File: src/rtl/host_ahb_arbiter_if.sv
// Purpose: bundles the two upstream AHB master ports (M0, M1) and the shared downstream AHB port.
// Latency: n/a (signal bundle only).
// Backpressure: n/a; the bus HREADY carried here is the only stall mechanism.
//
// Ports (all signals live in this interface):
//   mN_hbusreq/mN_hlock/mN_htrans/mN_hwrite/mN_hsize/mN_hburst/mN_haddr/mN_hwdata : from master N
//   mN_hgrant/mN_hready/mN_hresp/mN_hrdata                                        : back to master N
//   s_htrans/s_hwrite/s_hsize/s_hburst/s_haddr/s_hwdata                           : to the shared bus
//   s_hrdata/s_hready/s_hresp                                                     : from the shared bus
//   hmaster                                                                       : current address-phase owner
// Modport "master" is the arbiter's view (it masters the shared bus);
// modport "slave" is the surrounding environment's view (masters + bus slave).
interface host_ahb_arbiter_if;
    // M0 request / address / data phase
    logic        m0_hbusreq;
    logic        m0_hlock;
    logic [1:0]  m0_htrans;
    logic        m0_hwrite;
    logic [2:0]  m0_hsize;
    logic [2:0]  m0_hburst;
    logic [31:0] m0_haddr;
    logic [31:0] m0_hwdata;
    logic        m0_hgrant;
    logic        m0_hready;
    logic        m0_hresp;
    logic [31:0] m0_hrdata;

    // M1 request / address / data phase
    logic        m1_hbusreq;
    logic        m1_hlock;
    logic [1:0]  m1_htrans;
    logic        m1_hwrite;
    logic [2:0]  m1_hsize;
    logic [2:0]  m1_hburst;
    logic [31:0] m1_haddr;
    logic [31:0] m1_hwdata;
    logic        m1_hgrant;
    logic        m1_hready;
    logic        m1_hresp;
    logic [31:0] m1_hrdata;

    // shared downstream port
    logic [1:0]  s_htrans;
    logic        s_hwrite;
    logic [2:0]  s_hsize;
    logic [2:0]  s_hburst;
    logic [31:0] s_haddr;
    logic [31:0] s_hwdata;
    logic [31:0] s_hrdata;
    logic        s_hready;
    logic        s_hresp;
    logic        hmaster;

    modport master (
        input  m0_hbusreq, m0_hlock, m0_htrans, m0_hwrite, m0_hsize, m0_hburst, m0_haddr, m0_hwdata,
        output m0_hgrant, m0_hready, m0_hresp, m0_hrdata,
        input  m1_hbusreq, m1_hlock, m1_htrans, m1_hwrite, m1_hsize, m1_hburst, m1_haddr, m1_hwdata,
        output m1_hgrant, m1_hready, m1_hresp, m1_hrdata,
        output s_htrans, s_hwrite, s_hsize, s_hburst, s_haddr, s_hwdata, hmaster,
        input  s_hrdata, s_hready, s_hresp
    );

    modport slave (
        output m0_hbusreq, m0_hlock, m0_htrans, m0_hwrite, m0_hsize, m0_hburst, m0_haddr, m0_hwdata,
        input  m0_hgrant, m0_hready, m0_hresp, m0_hrdata,
        output m1_hbusreq, m1_hlock, m1_htrans, m1_hwrite, m1_hsize, m1_hburst, m1_haddr, m1_hwdata,
        input  m1_hgrant, m1_hready, m1_hresp, m1_hrdata,
        input  s_htrans, s_hwrite, s_hsize, s_hburst, s_haddr, s_hwdata, hmaster,
        output s_hrdata, s_hready, s_hresp
    );
endinterface

File: src/rtl/host_ahb_arbiter.sv
// Purpose: two-master AHB-Lite arbiter + bus mux (M0 host/SPI path, M1 debug/DMA) onto one AHB port.
// Latency: grant moves 1 cycle after a handover decision; new owner drives address 1 cycle after grant.
// Backpressure: s_hready=0 freezes every piece of state; s_hready/s_hrdata fan out to both masters.
//
// Ports:
//   clk   : rising-edge clock
//   reset : asynchronous active-high reset
//   bus   : host_ahb_arbiter_if.master -- M0/M1 request, address and data phases in,
//           grants/ready/resp/rdata out, shared downstream AHB port, hmaster.
module host_ahb_arbiter #(
    parameter bit DEFAULT_MASTER = 1'b0,  // master parked on the bus when nobody requests
    parameter bit ROUND_ROBIN    = 1'b1   // 1: tie goes to the master that is not the current owner
) (
    input  logic               clk,
    input  logic               reset,
    host_ahb_arbiter_if.master bus
);

    localparam logic [1:0] HTRANS_IDLE   = 2'b00;
    localparam logic [1:0] HTRANS_BUSY   = 2'b01;
    localparam logic [1:0] HTRANS_NONSEQ = 2'b10;
    localparam logic [1:0] HTRANS_SEQ    = 2'b11;
    localparam logic [2:0] HBURST_INCR   = 3'b001;

    typedef enum logic {
        OWN0 = 1'b0,
        OWN1 = 1'b1
    } owner_e;

    localparam owner_e DEF_OWNER = DEFAULT_MASTER ? OWN1 : OWN0;

    // Remaining-beat count for a fixed-length burst: value loaded on NONSEQ is beats-1.
    function automatic logic [3:0] burst_last(input logic [2:0] hburst);
        case (hburst[2:1])
            2'b01:   burst_last = 4'd3;   // WRAP4 / INCR4
            2'b10:   burst_last = 4'd7;   // WRAP8 / INCR8
            2'b11:   burst_last = 4'd15;  // WRAP16 / INCR16
            default: burst_last = 4'd0;   // SINGLE / INCR
        endcase
    endfunction

    owner_e     owner_q, owner_d;           // address-phase owner (FSM state: OWN0 / OWN1)
    owner_e     grant_q, grant_d;           // master granted the next address phase
    owner_e     data_owner_q, data_owner_d; // master whose transfer is in its data phase
    logic [3:0] beat_cnt_q, beat_cnt_d;
    logic       err_q, err_d;               // owner saw an ERROR and has not gone IDLE yet

    // Owner's view of the address phase
    logic        own_busreq;
    logic        own_lock;
    logic [1:0]  own_htrans;
    logic        own_hwrite;
    logic [2:0]  own_hsize;
    logic [2:0]  own_hburst;
    logic [31:0] own_haddr;

    always_comb begin
        if (owner_q == OWN1) begin
            own_busreq = bus.m1_hbusreq;
            own_lock   = bus.m1_hlock;
            own_htrans = bus.m1_htrans;
            own_hwrite = bus.m1_hwrite;
            own_hsize  = bus.m1_hsize;
            own_hburst = bus.m1_hburst;
            own_haddr  = bus.m1_haddr;
        end else begin
            own_busreq = bus.m0_hbusreq;
            own_lock   = bus.m0_hlock;
            own_htrans = bus.m0_htrans;
            own_hwrite = bus.m0_hwrite;
            own_hsize  = bus.m0_hsize;
            own_hburst = bus.m0_hburst;
            own_haddr  = bus.m0_haddr;
        end
    end

    // Grant already moved but ownership has not: the outgoing owner must not start a transfer.
    logic handing_over;
    assign handing_over = (grant_q != owner_q);

    logic last_beat;   // final beat of a fixed-length burst is on the bus right now
    logic incr_pause;  // undefined-length INCR paused with BUSY
    logic in_error;
    logic handover_ok;

    always_comb begin
        last_beat  = (own_hburst > HBURST_INCR) && (own_htrans == HTRANS_SEQ) && (beat_cnt_q == 4'd1);
        incr_pause = (own_hburst == HBURST_INCR) && (own_htrans == HTRANS_BUSY);
        in_error   = err_q || bus.s_hresp;
        handover_ok = 1'b0;
        if (!own_lock) begin
            // After an ERROR the owner keeps the bus until it returns to IDLE.
            if (in_error) begin
                handover_ok = (own_htrans == HTRANS_IDLE);
            end else begin
                handover_ok = (own_htrans == HTRANS_IDLE) || !own_busreq || last_beat || incr_pause;
            end
        end
    end

    // The current owner doubles as the round-robin pointer: on a tie the other master wins,
    // so priority alternates after every completed tenure.
    owner_e winner;
    always_comb begin
        winner = DEF_OWNER;
        case ({bus.m1_hbusreq, bus.m0_hbusreq})
            2'b01:   winner = OWN0;
            2'b10:   winner = OWN1;
            2'b11:   winner = ROUND_ROBIN ? ((owner_q == OWN0) ? OWN1 : OWN0) : OWN0;
            default: winner = DEF_OWNER;
        endcase
    end

    // Next-state: nothing moves unless the bus accepts the current cycle.
    always_comb begin
        owner_d      = owner_q;
        grant_d      = grant_q;
        data_owner_d = data_owner_q;
        beat_cnt_d   = beat_cnt_q;
        err_d        = err_q;
        if (bus.s_hready) begin
            data_owner_d = owner_q;
            if (handing_over) begin
                owner_d    = grant_q;
                beat_cnt_d = 4'd0;
                err_d      = 1'b0;
            end else begin
                if (handover_ok) begin
                    grant_d = winner;
                end
                if (own_htrans == HTRANS_NONSEQ) begin
                    beat_cnt_d = burst_last(own_hburst);
                end else if ((own_htrans == HTRANS_SEQ) && (beat_cnt_q != 4'd0)) begin
                    beat_cnt_d = beat_cnt_q - 4'd1;
                end
                if (bus.s_hresp) begin
                    err_d = (own_htrans != HTRANS_IDLE);
                end else if (own_htrans == HTRANS_IDLE) begin
                    err_d = 1'b0;
                end
            end
        end
    end

    always_ff @(posedge clk or posedge reset) begin
        if (reset) begin
            owner_q      <= DEF_OWNER;
            grant_q      <= DEF_OWNER;
            data_owner_q <= DEF_OWNER;
            beat_cnt_q   <= 4'd0;
            err_q        <= 1'b0;
        end else begin
            owner_q      <= owner_d;
            grant_q      <= grant_d;
            data_owner_q <= data_owner_d;
            beat_cnt_q   <= beat_cnt_d;
            err_q        <= err_d;
        end
    end

    // Downstream address phase
    always_comb begin
        bus.s_htrans = (reset || handing_over) ? HTRANS_IDLE : own_htrans;
        bus.s_hwrite = own_hwrite;
        bus.s_hsize  = own_hsize;
        bus.s_hburst = own_hburst;
        bus.s_haddr  = own_haddr;
        bus.s_hwdata = (data_owner_q == OWN1) ? bus.m1_hwdata : bus.m0_hwdata;
        bus.hmaster  = (owner_q == OWN1);
    end

    // Responses: ready and read data go to both; an ERROR is shown only to the data-phase owner.
    always_comb begin
        bus.m0_hgrant = (grant_q == OWN0);
        bus.m1_hgrant = (grant_q == OWN1);
        bus.m0_hready = bus.s_hready;
        bus.m1_hready = bus.s_hready;
        bus.m0_hrdata = bus.s_hrdata;
        bus.m1_hrdata = bus.s_hrdata;
        bus.m0_hresp  = bus.s_hresp && (data_owner_q == OWN0);
        bus.m1_hresp  = bus.s_hresp && (data_owner_q == OWN1);
    end

endmodule

File: src/flat_wrapper.sv
// flat-port wrapper written by rule: the top's interface ports become plain ports
module host_ahb_arbiter_flat 
#(
    parameter bit DEFAULT_MASTER = 1'b0,                                                  
    parameter bit ROUND_ROBIN    = 1'b1                                                             
)
  (clk, reset, bus_m0_hbusreq, bus_m0_hlock, bus_m0_htrans, bus_m0_hwrite, bus_m0_hsize, bus_m0_hburst, bus_m0_haddr, bus_m0_hwdata, bus_m0_hgrant, bus_m0_hready, bus_m0_hresp, bus_m0_hrdata, bus_m1_hbusreq, bus_m1_hlock, bus_m1_htrans, bus_m1_hwrite, bus_m1_hsize, bus_m1_hburst, bus_m1_haddr, bus_m1_hwdata, bus_m1_hgrant, bus_m1_hready, bus_m1_hresp, bus_m1_hrdata, bus_s_htrans, bus_s_hwrite, bus_s_hsize, bus_s_hburst, bus_s_haddr, bus_s_hwdata, bus_hmaster, bus_s_hrdata, bus_s_hready, bus_s_hresp);
  host_ahb_arbiter_if bus_i ();
  input  logic clk;
  input  logic reset;
  input wire logic [$bits(bus_i.m0_hbusreq)-1:0] bus_m0_hbusreq;
  input wire logic [$bits(bus_i.m0_hlock)-1:0] bus_m0_hlock;
  input wire logic [$bits(bus_i.m0_htrans)-1:0] bus_m0_htrans;
  input wire logic [$bits(bus_i.m0_hwrite)-1:0] bus_m0_hwrite;
  input wire logic [$bits(bus_i.m0_hsize)-1:0] bus_m0_hsize;
  input wire logic [$bits(bus_i.m0_hburst)-1:0] bus_m0_hburst;
  input wire logic [$bits(bus_i.m0_haddr)-1:0] bus_m0_haddr;
  input wire logic [$bits(bus_i.m0_hwdata)-1:0] bus_m0_hwdata;
  output wire logic [$bits(bus_i.m0_hgrant)-1:0] bus_m0_hgrant;
  output wire logic [$bits(bus_i.m0_hready)-1:0] bus_m0_hready;
  output wire logic [$bits(bus_i.m0_hresp)-1:0] bus_m0_hresp;
  output wire logic [$bits(bus_i.m0_hrdata)-1:0] bus_m0_hrdata;
  input wire logic [$bits(bus_i.m1_hbusreq)-1:0] bus_m1_hbusreq;
  input wire logic [$bits(bus_i.m1_hlock)-1:0] bus_m1_hlock;
  input wire logic [$bits(bus_i.m1_htrans)-1:0] bus_m1_htrans;
  input wire logic [$bits(bus_i.m1_hwrite)-1:0] bus_m1_hwrite;
  input wire logic [$bits(bus_i.m1_hsize)-1:0] bus_m1_hsize;
  input wire logic [$bits(bus_i.m1_hburst)-1:0] bus_m1_hburst;
  input wire logic [$bits(bus_i.m1_haddr)-1:0] bus_m1_haddr;
  input wire logic [$bits(bus_i.m1_hwdata)-1:0] bus_m1_hwdata;
  output wire logic [$bits(bus_i.m1_hgrant)-1:0] bus_m1_hgrant;
  output wire logic [$bits(bus_i.m1_hready)-1:0] bus_m1_hready;
  output wire logic [$bits(bus_i.m1_hresp)-1:0] bus_m1_hresp;
  output wire logic [$bits(bus_i.m1_hrdata)-1:0] bus_m1_hrdata;
  output wire logic [$bits(bus_i.s_htrans)-1:0] bus_s_htrans;
  output wire logic [$bits(bus_i.s_hwrite)-1:0] bus_s_hwrite;
  output wire logic [$bits(bus_i.s_hsize)-1:0] bus_s_hsize;
  output wire logic [$bits(bus_i.s_hburst)-1:0] bus_s_hburst;
  output wire logic [$bits(bus_i.s_haddr)-1:0] bus_s_haddr;
  output wire logic [$bits(bus_i.s_hwdata)-1:0] bus_s_hwdata;
  output wire logic [$bits(bus_i.hmaster)-1:0] bus_hmaster;
  input wire logic [$bits(bus_i.s_hrdata)-1:0] bus_s_hrdata;
  input wire logic [$bits(bus_i.s_hready)-1:0] bus_s_hready;
  input wire logic [$bits(bus_i.s_hresp)-1:0] bus_s_hresp;
  assign bus_i.m0_hbusreq = bus_m0_hbusreq;
  assign bus_i.m0_hlock = bus_m0_hlock;
  assign bus_i.m0_htrans = bus_m0_htrans;
  assign bus_i.m0_hwrite = bus_m0_hwrite;
  assign bus_i.m0_hsize = bus_m0_hsize;
  assign bus_i.m0_hburst = bus_m0_hburst;
  assign bus_i.m0_haddr = bus_m0_haddr;
  assign bus_i.m0_hwdata = bus_m0_hwdata;
  assign bus_m0_hgrant = bus_i.m0_hgrant;
  assign bus_m0_hready = bus_i.m0_hready;
  assign bus_m0_hresp = bus_i.m0_hresp;
  assign bus_m0_hrdata = bus_i.m0_hrdata;
  assign bus_i.m1_hbusreq = bus_m1_hbusreq;
  assign bus_i.m1_hlock = bus_m1_hlock;
  assign bus_i.m1_htrans = bus_m1_htrans;
  assign bus_i.m1_hwrite = bus_m1_hwrite;
  assign bus_i.m1_hsize = bus_m1_hsize;
  assign bus_i.m1_hburst = bus_m1_hburst;
  assign bus_i.m1_haddr = bus_m1_haddr;
  assign bus_i.m1_hwdata = bus_m1_hwdata;
  assign bus_m1_hgrant = bus_i.m1_hgrant;
  assign bus_m1_hready = bus_i.m1_hready;
  assign bus_m1_hresp = bus_i.m1_hresp;
  assign bus_m1_hrdata = bus_i.m1_hrdata;
  assign bus_s_htrans = bus_i.s_htrans;
  assign bus_s_hwrite = bus_i.s_hwrite;
  assign bus_s_hsize = bus_i.s_hsize;
  assign bus_s_hburst = bus_i.s_hburst;
  assign bus_s_haddr = bus_i.s_haddr;
  assign bus_s_hwdata = bus_i.s_hwdata;
  assign bus_hmaster = bus_i.hmaster;
  assign bus_i.s_hrdata = bus_s_hrdata;
  assign bus_i.s_hready = bus_s_hready;
  assign bus_i.s_hresp = bus_s_hresp;
  host_ahb_arbiter #(.DEFAULT_MASTER(DEFAULT_MASTER), .ROUND_ROBIN(ROUND_ROBIN)) u_core (.clk(clk), .reset(reset), .bus(bus_i));
endmodule
File: config.mk
export PLATFORM = sky130hd
export DESIGN_NAME = host_ahb_arbiter_flat
export DESIGN_NICKNAME = d
export VERILOG_FILES = /design/src/rtl/host_ahb_arbiter_if.sv /design/src/rtl/host_ahb_arbiter.sv /design/src/flat_wrapper.sv
export SDC_FILE = /design/constraint.sdc
export NUM_CORES = 1
export LEC_CHECK = 0
export BUFFER_PORTS_ARGS = -buffer_cell sky130_fd_sc_hd__buf_2
export CORE_AREA = 2 2 129 131
export CTS_CLUSTER_SIZE = 10
export DETAILED_ROUTE_END_ITERATION = 12
export DIE_AREA = 0 0 131 133
export PLACE_DENSITY_LB_ADDON = 0.05
export SLEW_MARGIN = 20
export SYNTH_ARGS = -nofsm -noshare
export SYNTH_HDL_FRONTEND = slang
export SYNTH_SLANG_ARGS = --single-unit
File: constraint.sdc
create_clock -name clk -period 3 [get_ports clk]
set_clock_uncertainty 0.1 [all_clocks]
set_input_delay 0.6 -clock clk [delete_from_list [all_inputs] [get_ports clk]]
set_output_delay 0.6 -clock clk [all_outputs]
set_load 0.005 [all_outputs]
==> key figures <==
Timing
  – Final-report max-slew violation count: 0
  – Relative slew slack: 71.6%
  – Peak Freq: 414 MHz
  – Hold WS: 255 ps
  – Final setup viols: 0
  – Final Cycle Share: 80.5%
  – Setup TNS Final: 0 ps
  – Fin worst setup slack: 586 ps
  – RSZ-0062 raised after global routing: false
  – Worst slew pin tran: 427 ps
  – Fin crit period: 2410 ps
  – Final Hold Vio Count: 0

Worst setup path
  – Data arrival, critical path: 1710 ps
  – Crit path kind: reg2out
  – Data required time of the worst path: 2300 ps
  – Critical path launch point type: flip-flop
  – Crit end category: primary output
  – Crit path max fanout: 53

Clocking
  – CTS Sinks: 8
  – # Post-CTS Setup Buffers: 0
  – Clk_lat worst skew: 230 ps
  – CTS root buf: clkbuf_16
  – Hold Buf Count CTS: 0
  – H-tree depth: 1
  – Worst-path clk slew: 40 ps
  – Clk buf depth: 2
  – Total CTS buffers: 3
  – CTS tree: built
  – PostCTS Resize Cnt: 0

Logic synthesis
  – Warnings, synthesis: 0
  – Asr flop ratio synth: 100%
  – Sequential fraction of the synthesis area: 9.60%
  – Post-synth top area share: 39.4%
  – Ys flop type: dfrtp_1
  – Post-Syn Nets: 421
  – Synth top area cells: mux2_2, buf_4, dfrtp_1
  – Most frequent cell after synthesis: mux2_2
  – Leading area contributor after synthesis: mux2_2
  – Synth top cells by count: mux2_2, buf_4, nand2_1
  – Seq cells post-synth: 8
  – Post-Syn Area: 0.00209 sq mm
  – Post-synth EDFFs: 0
  – Yosys cell types: 41
  – Synth Area per Inst: 8.99 sq um
  – Synth Instances: 232

Place
  – Dpl ws: 819 ps
  – Post-DP HPWL: 7690 um
  – I/O Buffers: 233
  – Placed cells: 608
  – Gpl congestion: 0.719
  – Cell Area, Placed: 0.00298 sq mm

Layout
  – Final core utilization: 18.9%
  – Area grow syn2layout: 46.9%
  – Fin area: 0.00306 sq mm
  – Nets: 582
  – Layout cells sized above 1: 80.4%
  – Post-route insts no fill: 612
  – Diode count: 0

Power and ir drop
  – Power Density: 487 mW/mm^2
  – Logic pwr share: 70.4%
  – Leak pwr: 1.57 nW
  – Net Sw Frac: 39.1%
  – Reg power frac: 13.9%
  – P_int: 0.908 mW
  – Clk pwr share: 15.7%
  – Largest vdd supply drop: 0.134 mV
  – Switching pwr: 0.584 mW
  – Total power: 1.49 mW

Die
  – I/O pins: 330
  – Initial core utilization: 12.9%
  – Die Wd: 131 um
  – Die ar.: 0.0174 sq mm
  – Core ar.: 0.0162 sq mm
  – Row cnt: 47
  – Die height: 133 um

Global route
  – Vias in the first global route: 2288
  – GRT Util Overall: 9.23%
  – First-pass GRT wire length: 12400 um
  – Initial antenna violation count: 1
  – Pin count of the biggest net entering global routing: 54
  – Gr ovfl total: 0

Drt
  – DRT iter0 DRCs: 30
  – DR WL/cell: 14.3 um
  – Vias/cell: 3.63
  – Vias: 2223
  – WL final: 8740 um
  – Detail Route Antenna Nets: 0
  – Detailed Routing Iterations Pass 1: 4
  – DRC violations left: 0

Min path
  – Min-delay worst type: in2async

Run status
  – Outcome: finished clean

Job
  – Max Cap Viol: 0
[per-layer routing]
layer	GRT usage (%)	vias up	share of wire [%]	routed length [um]
met2	19.7	169	56	4860
met3	1.98	25	10	892
li1	-	1072	-	-
met4	2.36	0	1.6	140
met1	8.33	957	33	2850
met5	0	-	0	0
[cell usage in the layout (no fill, tap or decap), drive strengths merged]
cell,instances
o211ai,2
xor2,1
nor2b,2
nand4,1
a22o,1
a32o,2
nor3,5
clkbuf,4
nand3b,1
nand3,1
and3,2
a211oi,1
buf,235
a31oi,1
or2,1
nor2,4
inv,7
mux2i,4
ha,3
o21ai,4
dfrtp,8
o22ai,2
o211a,1
and3b,1
o41ai,1
a21oi,4
o2111ai,1
mux2,74
nand4b,2
a32oi,1
xnor2,2
nor3b,2
nand2,9
or3,1
and2,1
[flip-flops by register name (all words and copies together) (netlist names)]
register              count
u_core.data_owner_q       1
u_core.err_q              1
u_core.bus.m1_hgrant      1
u_core.beat_cnt_q         4
u_core.bus.hmaster        1
[worst max-delay path: stages (launching register included)]
cell and delay, ps:
dfrtp_2 510, buf_12 290, mux2i_1 390, nor3_1 100, buf_2 140
[kinds of logic (layout without fill, tap and decap cells)]
family	Yosys count	count (layout)	share of synthesized area, %
DFF	8	8	9.60
AOI/OAI and AO/OA	21	21	8.10
and+or+nand+nor	33	33	8.52
xor gates and xnor gates	3	3	1.26
buffers and inverters	86	246	28.7
muxes	78	78	42.1
adders and majority gates	3	3	1.80
[cell type report]
class / instances / area (sq um)
Sequential cell: 8 / 201
Timing Repair Buffer: 235 / 1190
Tap cell: 220 / 275
Fill cell: 1836 / 13100
Clock buffer: 4 / 78.8
Multi-Input combinational cell: 138 / 1290
Inverter: 7 / 26.3
[power groups by stage]
stage / Combinational, mW / Sequential [mW] / Clock, mW
after floorplan: 0.758 / 0.171 / 0
after global placement: 1.10 / 0.211 / 0
after detailed placement: 1.09 / 0.212 / 0
after CTS: 1.09 / 0.210 / 0.242
after global routing: 1.18 / 0.216 / 0.249
final: 1.05 / 0.207 / 0.234
[final timing paths]
path / slack, ps / startpoint / cells after the start / end
worst max-delay path: 590 / u_core.bus.hmaster / 4 / bus_s_htrans[1]
worst min register to register: 400 / u_core.data_owner_q / 1 / u_core.data_owner_q
max in group asynchronous: 2260 / reset / 2 / u_core.bus.hmaster
worst max register to register: 990 / u_core.bus.hmaster / 5 / u_core.beat_cnt_q[3]
min in group clk: 400 / u_core.data_owner_q / 1 / u_core.data_owner_q
worst min-delay path: 250 / reset / 2 / u_core.bus.m1_hgrant
No activity file was read; power rests on OpenSTA's default activity.
